File: src/rtl/booth_radix4_mul.sv
// rtl/booth_radix4_mul.sv - sequential radix-4 Booth multiplier with start/done handshake
module booth_radix4_mul #(
    parameter int DATA_SIZE = 8
) (
    input  logic                     clk_i,
    input  logic                     reset_ni,
    input  logic                     start_i,
    input  logic                     clear_i,
    input  logic                     signed_mode_i,
    input  logic [DATA_SIZE-1:0]     multiplicand_i,
    input  logic [DATA_SIZE-1:0]     multiplier_i,
    output logic                     busy_o,
    output logic                     done_o,
    output logic [2*DATA_SIZE-1:0]   product_o
);

    localparam int W  = DATA_SIZE + 2;
    localparam int N  = W / 2;
    localparam int CW = $clog2(N + 1);

    typedef enum logic [1:0] {
        S_IDLE = 2'd0,
        S_CALC = 2'd1,
        S_DONE = 2'd2
    } state_t;

    state_t            state_q, state_d;
    logic [W:0]        acc_q;
    logic [W-1:0]      mcand_q;
    logic [W-1:0]      mplier_q;
    logic              q_m1_q;
    logic [CW-1:0]     cnt_q;

    logic              accept;
    logic              step_en;
    logic              last_step;
    logic [W-1:0]      mcand_ext;
    logic [W-1:0]      mplier_ext;
    logic [W:0]        m_x1;
    logic [W:0]        m_x2;
    logic [W:0]        addend;
    logic [W:0]        sum;
    logic [W:0]        acc_next;
    logic [W-1:0]      mplier_next;
    logic [2*DATA_SIZE-1:0] product_next;

    assign accept    = (state_q != S_CALC) && start_i && !clear_i;
    assign step_en   = (state_q == S_CALC) && !clear_i;
    assign last_step = (cnt_q == CW'(1));

    // Two guard bits make the extended operand wide enough to hold -2M for the most-negative M
    assign mcand_ext  = signed_mode_i ? {{2{multiplicand_i[DATA_SIZE-1]}}, multiplicand_i}
                                      : {2'b00, multiplicand_i};
    assign mplier_ext = signed_mode_i ? {{2{multiplier_i[DATA_SIZE-1]}}, multiplier_i}
                                      : {2'b00, multiplier_i};

    assign m_x1 = {mcand_q[W-1], mcand_q};
    assign m_x2 = {mcand_q, 1'b0};

    always_comb begin
        addend = '0;
        case ({mplier_q[1:0], q_m1_q})
            3'b001, 3'b010: addend = m_x1;
            3'b011:         addend = m_x2;
            3'b100:         addend = -m_x2;
            3'b101, 3'b110: addend = -m_x1;
            default:        addend = '0;
        endcase
    end

    // Add the recoded digit, then arithmetic-shift {acc,Q,q_m1} right by two
    assign sum          = acc_q + addend;
    assign acc_next     = {{2{sum[W]}}, sum[W:2]};
    assign mplier_next  = {sum[1:0], mplier_q[W-1:2]};
    assign product_next = {acc_next[DATA_SIZE-3:0], mplier_next};

    always_ff @(posedge clk_i or negedge reset_ni) begin
        if (!reset_ni) begin
            state_q <= S_IDLE;
        end else begin
            state_q <= state_d;
        end
    end

    always_comb begin
        state_d = state_q;
        if (clear_i) begin
            state_d = S_IDLE;
        end else begin
            case (state_q)
                S_IDLE:  if (start_i) state_d = S_CALC;
                S_CALC:  if (last_step) state_d = S_DONE;
                S_DONE:  state_d = start_i ? S_CALC : S_IDLE;
                default: state_d = S_IDLE;
            endcase
        end
    end

    always_comb begin
        busy_o = (state_q == S_CALC);
        done_o = (state_q == S_DONE);
    end

    always_ff @(posedge clk_i or negedge reset_ni) begin
        if (!reset_ni) begin
            acc_q     <= '0;
            mcand_q   <= '0;
            mplier_q  <= '0;
            q_m1_q    <= 1'b0;
            cnt_q     <= '0;
            product_o <= '0;
        end else if (accept) begin
            acc_q    <= '0;
            mcand_q  <= mcand_ext;
            mplier_q <= mplier_ext;
            q_m1_q   <= 1'b0;
            cnt_q    <= CW'(N);
        end else if (step_en) begin
            acc_q    <= acc_next;
            mplier_q <= mplier_next;
            q_m1_q   <= mplier_q[1];
            cnt_q    <= cnt_q - CW'(1);
            if (last_step) begin
                product_o <= product_next;
            end
        end
    end

endmodule

File: config.mk
export PLATFORM = sky130hd
export DESIGN_NAME = booth_radix4_mul
export DESIGN_NICKNAME = d
export VERILOG_FILES = /design/src/rtl/booth_radix4_mul.sv
export SDC_FILE = /design/constraint.sdc
export NUM_CORES = 1
export LEC_CHECK = 0
export BUFFER_PORTS_ARGS = -buffer_cell sky130_fd_sc_hd__buf_2
export CELL_PAD_IN_SITES_DETAIL_PLACEMENT = 1
export CELL_PAD_IN_SITES_GLOBAL_PLACEMENT = 1
export CORE_MARGIN = 1
export CORE_UTILIZATION = 44
export DETAILED_ROUTE_END_ITERATION = 8
export GPL_TIMING_DRIVEN = 0
export PLACE_DENSITY = 0.77
export SLEW_MARGIN = 20
export SYNTH_ARGS = -nofsm -noshare
export SYNTH_HDL_FRONTEND = slang
export SYNTH_SLANG_ARGS = --single-unit
File: constraint.sdc
create_clock -name clk_i -period 4.2 [get_ports clk_i]
set_input_delay 0.42 -clock clk_i [delete_from_list [all_inputs] [get_ports clk_i]]
set_output_delay 0.42 -clock clk_i [all_outputs]
set_load 0.02 [all_outputs]
==> flow_summary.toml, run 1 <==
[worst_setup_path]
r2r-start = "mcand_q[0]"
critPathKind = "reg2reg"
reg2reg_slack_ns = 0.56
ff2ff_path_depth = 15
cp_max_fo = 4
crit_path_end_kind = "flop"
r2r_end = "acc_q[9]"
required_ns = 4.40
crit_arrival_ns = 3.84
cp-start-kind = "flop"

[sta]
finalHoldViolCount = 0
period_share_pct = 86.6
finalSetupViolCount = 0
slew_headroom_pct = 56.9
skew_ns = 0.00457
min_period_ns = 3.64
max_freq_mhz = 275
fin_tns_setup_ns = 0
maxSlewViolCount = 0
worstMarginPinSlew_ns = 0.647
rsz0062_at_grt = "no"

[flow_run]
drv_cap = 0

[yosys]
synth_area_leader_cell = "dfrtp_1"
synthesis.nets = 377
syn_area_um2 = 3020
syn_inst = 342
yosys.cell_types.count = 48
synth_area_per_cell_um2 = 8.84
ys_ff_latch = 50
synthArstFlopShare_pct = 100
synth_warnings = 0
synth_edf_count = 0
ys.flop_type = "dfrtp_1"
synth_top_area_share_pct = 41.4
synth.top_cells.by_area = "dfrtp_1 (41%), nand2_1 (8.7%), o21ai_0 (5.6%)"
synth_most_common_cell = "nand2_1"
ys_seq_area_share_pct = 41.4
synth_commonest_cells = "nand2_1 (70), dfrtp_1 (50), o21ai_0 (34)"

[cells_and_area]
drive_gt1_share_pct = 17.8
syn2layout_area_growth_pct = 12.6
final.fill_count = 816
antennaDiodeCount = 0
final_util_pct = 52.4
register_area_um2 = 1250
final_nets = 422
fin_cells = 465
multi_input_area_um2 = 1600
design_area_um2 = 3400

[route]
final_antenna_net_count = 0
wire_per_inst_um = 16.2
drc = 0
via_count = 2556
viasPerCell = 5.50
drt_first_iter_violations = 116
wirelength_mm = 7.55
dr.pass1.iters = 4

[min_path]
hold_class = "in2async"

[clocking]
cts_tree = "done"
root_buffer = "clkbuf_8"
holdBufCountCts = 0
path_clk_slew_ns = 0.09
cts_resized = 0
numCtsBuffers = 5
clk_path_buf_depth = 2
insertion_delay_ns = 0.31
postCtsSetupBuffers = 0
h-tree-depth = 2
cts_sinks = 50

[floorplan]
fp.dieH_um = 84.9
initial_core_util_pct = 46.6
coreArea_um2 = 6490
io_pins = 39
die_x_um = 84.9
num_rows = 29
die_area_um2 = 7210

[power_and_ir_drop]
comb_power_share_pct = 48.8
power_switching_uw = 860
power_density_nw_per_um2 = 600
cellLeakagePower_uw = 0.00162
swShare_pct = 42.1
clockPowerShare_pct = 14.5
ir_worst_vdd_v = 0.000390
p_int_uw = 1180
p_total_uw = 2040
seqPwrFrac_pct = 36.7

[grt]
grt_overflow_total = 0
gr-usage-met3_pct = 3.21
antenna_found_initial = 0
grt_use_met2_pct = 37.7
use_met1_pct = 33.5
grt_use_total_pct = 23.4
grt_pass1_wl_mm = 13.3
top_usage_layer = "met2"
grt_pass1_vias = 2647
grt_max_degree = 51

[status]
status = "completed"

[placement]
dpl_cell_area_um2 = 3310
dp_hpwl_mm = 5.73
routabilityCongestion = 0.827
dp.cells = 457
io_buffers = 38
==> stage by stage <==
step                      setup WS (ns)  hold slack [ns]
after floorplan                    1.11            0.124
after global placement            0.708            0.455
after detailed placement          0.568            0.457
after CTS                         0.542            0.161
after global routing              0.213            0.185
final                             0.561            0.130
==> placed cells by master, fill, tap and decap left out, drive strengths merged, types with 2 or more instances in the layout <==
cell type / instances
nand2: 70
dfrtp: 50
buf: 46
o21ai: 34
clkbuf: 21
nor2: 19
a21oi: 14
xnor2: 13
inv: 13
ha: 13
mux2: 10
a22oi: 9
nand2b: 8
nor3: 6
nor2b: 6
a22o: 6
nand3: 5
o21a: 4
a221oi: 4
xor2: 4
o211ai: 3
a31oi: 3
a211oi: 3
and2: 2
o22ai: 2
o21bai: 2
and3: 2
o31a: 2
==> power by group through the flow <==
| stage | clock network, µW | logic, µW | registers [µW] |
|---|---|---|---|
| floorplan | 0 | 648 | 819 |
| global placement | 0 | 974 | 753 |
| detailed placement | 0 | 1000 | 758 |
| CTS | 305 | 1010 | 749 |
| global route | 319 | 1120 | 771 |
| finish | 296 | 996 | 749 |
==> routing by layer <==
layer	share of wire [%]	wire length (µm)	vias up
li1	-	-	1275
met1	49	3710	1239
met2	47	3590	36
met3	2.3	176	6
met4	0.98	74	0
met5	0	0	-
==> flip-flops by register name, summed over array words and instances, names as in the netlist <==
signal	count
mcand_q	9
product_o	16
state_q	2
q_m1_q	1
acc_q	9
mplier_q	10
cnt_q	3
==> cell type report <==
class / instances / share of cell area, %
buffer: 22 / 3.53
clock buffer: 7 / 2.54
clock inverter: 1 / 0.147
inverter: 13 / 1.43
multi-input combinational: 257 / 47.1
sequential: 50 / 36.8
tap: 77 / 2.83
timing repair buffer: 38 / 5.66
==> cells by family (layout without fill, tap and decap cells) <==
family,Yosys count,in the layout,synth area share [%]
xor+xnor,17,17,4.92
buf+inv,35,81,5.59
mux,11,11,4.05
fa+ha+maj,14,14,6.04
flops,50,50,41.4
simple gates,124,124,18.9
compound gates,91,91,19.1
==> worst max path at each step <==
| stage | cells after the start | end | slack [ns] | startpoint |
|---|---|---|---|---|
| floorplan | 15 | acc_q[9] | 1.11 | mcand_q[0] |
| global placement | 15 | acc_q[9] | 0.71 | mcand_q[0] |
| detailed placement | 15 | acc_q[9] | 0.57 | mcand_q[0] |
| CTS | 15 | acc_q[9] | 0.54 | mcand_q[0] |
| global route | 15 | acc_q[9] | 0.21 | mcand_q[0] |
| finish | 15 | acc_q[9] | 0.56 | mcand_q[0] |
==> worst max-delay path, cell delays in order, from the launching register on <==
cell	delay [ns]
dfrtp_1	0.43
inv_1	0.11
ha_1	0.23
or3b_2	0.50
nor3_1	0.25
nand2b_1	0.16
xnor2_1	0.16
a211oi_1	0.11
o21ai_0	0.31
ha_1	0.33
o21a_1	0.12
o31a_2	0.12
o21ai_0	0.30
xor2_1	0.13
a21oi_1	0.16
o22ai_1	0.09
No activity file was read; power rests on OpenSTA's default activity.
==> run 2: changes to the inputs <==
--- a/config.mk
+++ b/config.mk
@@ -9,10 +9,10 @@
 export CELL_PAD_IN_SITES_DETAIL_PLACEMENT = 1
 export CELL_PAD_IN_SITES_GLOBAL_PLACEMENT = 1
 export CORE_MARGIN = 1
-export CORE_UTILIZATION = 44
+export CORE_UTILIZATION = 30
 export DETAILED_ROUTE_END_ITERATION = 8
 export GPL_TIMING_DRIVEN = 0
-export PLACE_DENSITY = 0.77
+export PLACE_DENSITY = 0.55
 export SLEW_MARGIN = 20
 export SYNTH_ARGS = -nofsm -noshare
 export SYNTH_HDL_FRONTEND = slang
==> constraint.sdc (replaced) <==
create_clock -name clk_i -period 4.23 [get_ports clk_i]
set_input_delay 0.423 -clock clk_i [delete_from_list [all_inputs] [get_ports clk_i]]
set_output_delay 0.423 -clock clk_i [all_outputs]
set_load 0.02 [all_outputs]
==> flow_summary.toml, run 2 (same netlist as run 1, synthesis figures left out) <==
[sta]
maxSlewViolCount = 0
finalSetupViolCount = 0
finalHoldViolCount = 0
worstMarginPinSlew_ns = 0.672
slew_headroom_pct = 55.2
period_share_pct = 86.3
min_period_ns = 3.65
fin_tns_setup_ns = 0
max_freq_mhz = 274
skew_ns = 0.0110
rsz0062_at_grt = "no"

[worst_setup_path]
crit_path_end_kind = "flop"
critPathKind = "reg2reg"
path_common_cell = "ha_1"
slowest_stage = "or3b_2"
critPathMaxStageDelay_ns = 0.50
cp_num_buf_inv = 1
cp-start-kind = "flop"
required_ns = 4.46
cp_max_fo = 4
setup.worst_path.start = "mcand_q[0]"
crit_arrival_ns = 3.88
crit_family = "compound AO/OA/AOI/OAI gates"
r2r-start = "mcand_q[0]"
cp_cell_sequence = "inv_1, ha_1, or3b_2, nand2_1, xnor2_1, a221oi_1, a31oi_1, ha_1, o21a_1, o31a_1, o31a_2, o21ai_0, xor2_1, a21oi_1, o22ai_1"

[floorplan]
die_area_um2 = 10500
num_rows = 36
coreArea_um2 = 9770
fp.dieH_um = 102
initial_core_util_pct = 30.9
die_x_um = 102
io_pins = 39

[cells_and_area]
top_register = "product_o"
drive_gt1_share_pct = 17.6
layout_common_cells = "nand2_1 (70), dfrtp_1 (50), buf_2 (39)"
final_nets = 422
final_common_cell = "nand2_1"
top_regs = "product_o (16), mplier_q (10)"
antennaDiodeCount = 0
syn2layout_area_growth_pct = 14.5
design_area_um2 = 3460
final.fill_count = 1187
largest_reg_flops = 16

[clocking]
insertion_delay_ns = 0.30
holdBufCountCts = 0
h-tree-depth = 2
clk_path_buf_depth = 2
postCtsSetupBuffers = 0
cts_resized = 0
cts_sinks = 50
numCtsBuffers = 5
cts_tree = "done"
root_buffer = "clkbuf_8"
path_clk_slew_ns = 0.10

[route]
met3_length_um = 215
final_antenna_net_count = 0
drc = 0
wl_met2_mm = 4.00
drt_first_iter_violations = 62
dr.pass1.iters = 4
wirelength_mm = 8.29
viasPerCell = 4.94
wl_met1_mm = 4.02
top_layer = "met4"
via_count = 2571
wire_per_inst_um = 15.9

[placement]
dpl_cell_area_um2 = 3380
io_buffers = 38
routabilityCongestion = 0.760
dp_hpwl_mm = 6.25

[grt]
grt_pass1_wl_mm = 13.5
grt_use_total_pct = 16.9
grt_overflow_total = 0
grt_max_degree = 51
grt_pass1_vias = 2573
antenna_found_initial = 0

[flow_run]
drv_cap = 0

[min_path]
hold_class = "in2async"

[power_and_ir_drop]
ir_worst_vdd_v = 0.000227
power_density_nw_per_um2 = 584
cellLeakagePower_uw = 0.00160

[status]
status = "completed"
[run 2: changes by cell type in the layout (fill, tap and decap cells not counted), sizes merged]
cell      before  now
clkbuf        21   20
clkinv         1    0
clkinvlp       0    1
[run 2: routing by layer]
| layer | track usage, % | vias to the layer above |
|---|---|---|
| met1 | 23.3 | 1271 |
| li1 | - | 1264 |
| met3 | 2.33 | 5 |
| met2 | 28.4 | 31 |
| met5 | 0 | - |
| met4 | 3.30 | 0 |
[run 2: power breakdown]
| group | switching (µW) | internal [µW] |
|---|---|---|
| registers | 110 | 634 |
| logic | 589 | 409 |
| clock network | 165 | 114 |
[run 2: final timing paths]
path	to	slack (ns)	cells after the start
worst max-delay path	acc_q[9]	0.58	15
worst min-delay path	product_o[11]	0.14	1
worst max register to register	acc_q[9]	0.58	15
worst min register to register	product_o[11]	0.48	2
max in group asynchronous	mcand_q[6]	3.62	1
min in group clk_i	mcand_q[0]	0.34	3
[run 2: layout make-up]
cell class	instances	area [µm²]	area share, %
buffer	22	120	3.47
sequential	50	1250	36.1
tap	133	166	4.80
multi-input combinational	257	1600	46.3
clock inverter	1	7.51	0.217
clock buffer	6	72.6	2.10
inverter	13	48.8	1.41
timing repair buffer	38	193	5.56
[run 2: metrics by stage]
step / total power, µW / hold slack (ns) / instances / utilization (%) / worst slack (ns)
finish: 2020 / 0.145 / 520 / 35.4 / 0.580
global route: 2200 / 0.186 / 520 / 35.4 / 0.291
CTS: 2050 / 0.166 / 520 / 35.4 / 0.594
detailed placement: 1760 / 0.462 / 513 / 34.6 / 0.603
global placement: 1740 / 0.456 / 513 / 34.6 / 0.614
floorplan: 1460 / 0.127 / 342 / - / 1.14
[run 2: worst register-to-register path, cell delays in order (launching register included)]
cell,delay [ns]
dfrtp_1,0.42
inv_1,0.13
ha_1,0.23
or3b_2,0.50
nand2_1,0.11
xnor2_1,0.09
a221oi_1,0.31
a31oi_1,0.12
ha_1,0.36
o21a_1,0.12
o31a_1,0.13
o31a_2,0.32
o21ai_0,0.30
xor2_1,0.22
a21oi_1,0.09
o22ai_1,0.12
==> run 3: changes to the inputs <==
==> constraint.sdc (replaced) <==
create_clock -name clk_i -period 3.7 [get_ports clk_i]
set_input_delay 0.37 -clock clk_i [delete_from_list [all_inputs] [get_ports clk_i]]
set_output_delay 0.37 -clock clk_i [all_outputs]
set_load 0.02 [all_outputs]
==> flow_summary.toml, run 3 (same netlist as run 1, synthesis figures left out) <==
[sta]
maxSlewViolCount = 0
hold_slack_ns = 0.0904
period_share_pct = 92.3
worstMarginPinSlew_ns = 0.666
min_period_ns = 3.42
finalSetupViolCount = 0
finalHoldViolCount = 0
fin_tns_setup_ns = 0
slew_headroom_pct = 55.6
skew_ns = 0.0117
final.setup.worst_slack_ns = 0.284
rsz0062_at_grt = "no"
max_freq_mhz = 293

[power_and_ir_drop]
comb_power_share_pct = 49.6
seqPwrFrac_pct = 36.6
ir_worst_vdd_v = 0.000258
swShare_pct = 42.8
p_int_uw = 1330
power_switching_uw = 994
clockPowerShare_pct = 13.7
cellLeakagePower_uw = 0.00161
power_density_nw_per_um2 = 666

[floorplan]
initial_core_util_pct = 30.9
die_area_um2 = 10500
die_x_um = 102
fp.dieH_um = 102
num_rows = 36
coreArea_um2 = 9770
io_pins = 39

[cells_and_area]
layout_common_cells = "nand2_1 (70), dfrtp_1 (50), buf_2 (39)"
multi_input_area_um2 = 1620
final_util_pct = 35.6
top_regs = "product_o (16), mplier_q (10)"
antennaDiodeCount = 0
final_nets = 422
final.fill_count = 1185
syn2layout_area_growth_pct = 15.1
fin_cells = 520
register_area_um2 = 1250
final_common_cell = "nand2_1"
top_register = "product_o"
largest_reg_flops = 16
drive_gt1_share_pct = 19.1

[clocking]
numCtsBuffers = 5
cts_sinks = 50
insertion_delay_ns = 0.30
holdBufCountCts = 0
path_clk_slew_ns = 0.10
postCtsSetupBuffers = 0
clk_path_buf_depth = 2
cts_tree = "done"
root_buffer = "clkbuf_8"
h-tree-depth = 2

[grt]
grt_pass1_wl_mm = 13.5
grt_max_degree = 51
grt_pass1_vias = 2573
grt_use_total_pct = 16.9
grt_overflow_total = 0
antenna_found_initial = 0

[route]
viasPerCell = 4.93
final_antenna_net_count = 0
drc = 0
drt_first_iter_violations = 55
wirelength_mm = 8.29
via_count = 2563
dr.pass1.iters = 4
wire_per_inst_um = 15.9

[worst_setup_path]
cp_max_fo = 4
cp-start-kind = "flop"
crit_arrival_ns = 3.65
critPathKind = "reg2reg"
crit_path_end_kind = "flop"
required_ns = 3.93

[placement]
place_ws_ns = 0.0735
io_buffers = 38
dp_hpwl_mm = 6.25
dp.cells = 513
routabilityCongestion = 0.760

[min_path]
hold_class = "in2async"

[flow_run]
drv_cap = 0

[status]
status = "completed"
run 3: per-layer routing:
metal | wire [µm] | track usage (%)
met3 | 172 | 2.33
met5 | 0 | 0
met1 | 4050 | 23.3
met4 | 50 | 3.30
met2 | 4010 | 28.4
run 3: what timing repair did:
action | in CTS | in global routing
hold endpoints to repair | 0 | 0
gates resized for setup | 0 | 8
setup endpoints to repair | 0 | 2
run 3: critical path: stages (launching register included):
cell and delay [ns]:
dfrtp_1 0.43, inv_2 0.10, ha_2 0.21, or3b_2 0.50, nand2_1 0.11, xnor2_1 0.10, a221oi_2 0.25, a31oi_1 0.10
ha_1 0.38, o21a_1 0.12, o31a_1 0.14, o31a_2 0.33, o21ai_2 0.17, xor2_1 0.19, a21oi_1 0.09, o22ai_1 0.13
run 3: power groups by stage:
stage	combinational (µW)	sequential, µW	clock, µW
after floorplan	735	930	0
after global placement	1130	860	0
after detailed placement	1150	864	0
after CTS	1160	854	331
after global routing	1290	880	351
final	1150	850	319
run 3: layout make-up:
type,count,share of cell area [%]
Buffer,22,3.49
Clock buffer,6,2.08
Clock inverter,1,0.216
Inverter,13,1.40
Multi-Input combinational cell,257,46.6
Sequential cell,50,35.9
Tap cell,133,4.78
Timing Repair Buffer,38,5.53
run 3: worst paths after layout:
kind,from,to,slack [ns],depth (start not counted)
worst max-delay path,mcand_q[0],acc_q[9],0.28,15
worst min-delay path,reset_ni,product_o[11],0.09,1
worst max register to register,mcand_q[0],acc_q[9],0.28,15
worst min register to register,product_o[1],product_o[1],0.48,2
max in group asynchronous,reset_ni,mcand_q[6],3.16,1
min in group clk_i,multiplicand_i[0],mcand_q[0],0.28,3
run 3: through the flow:
step / total power [µW] / area (µm²)
2_1_floorplan: 1660 / 3020
3_3_place_gp: 1990 / 3380
3_5_place_dp: 2010 / 3380
4_1_cts: 2340 / 3460
5_1_grt: 2520 / 3480
6_report: 2320 / 3480
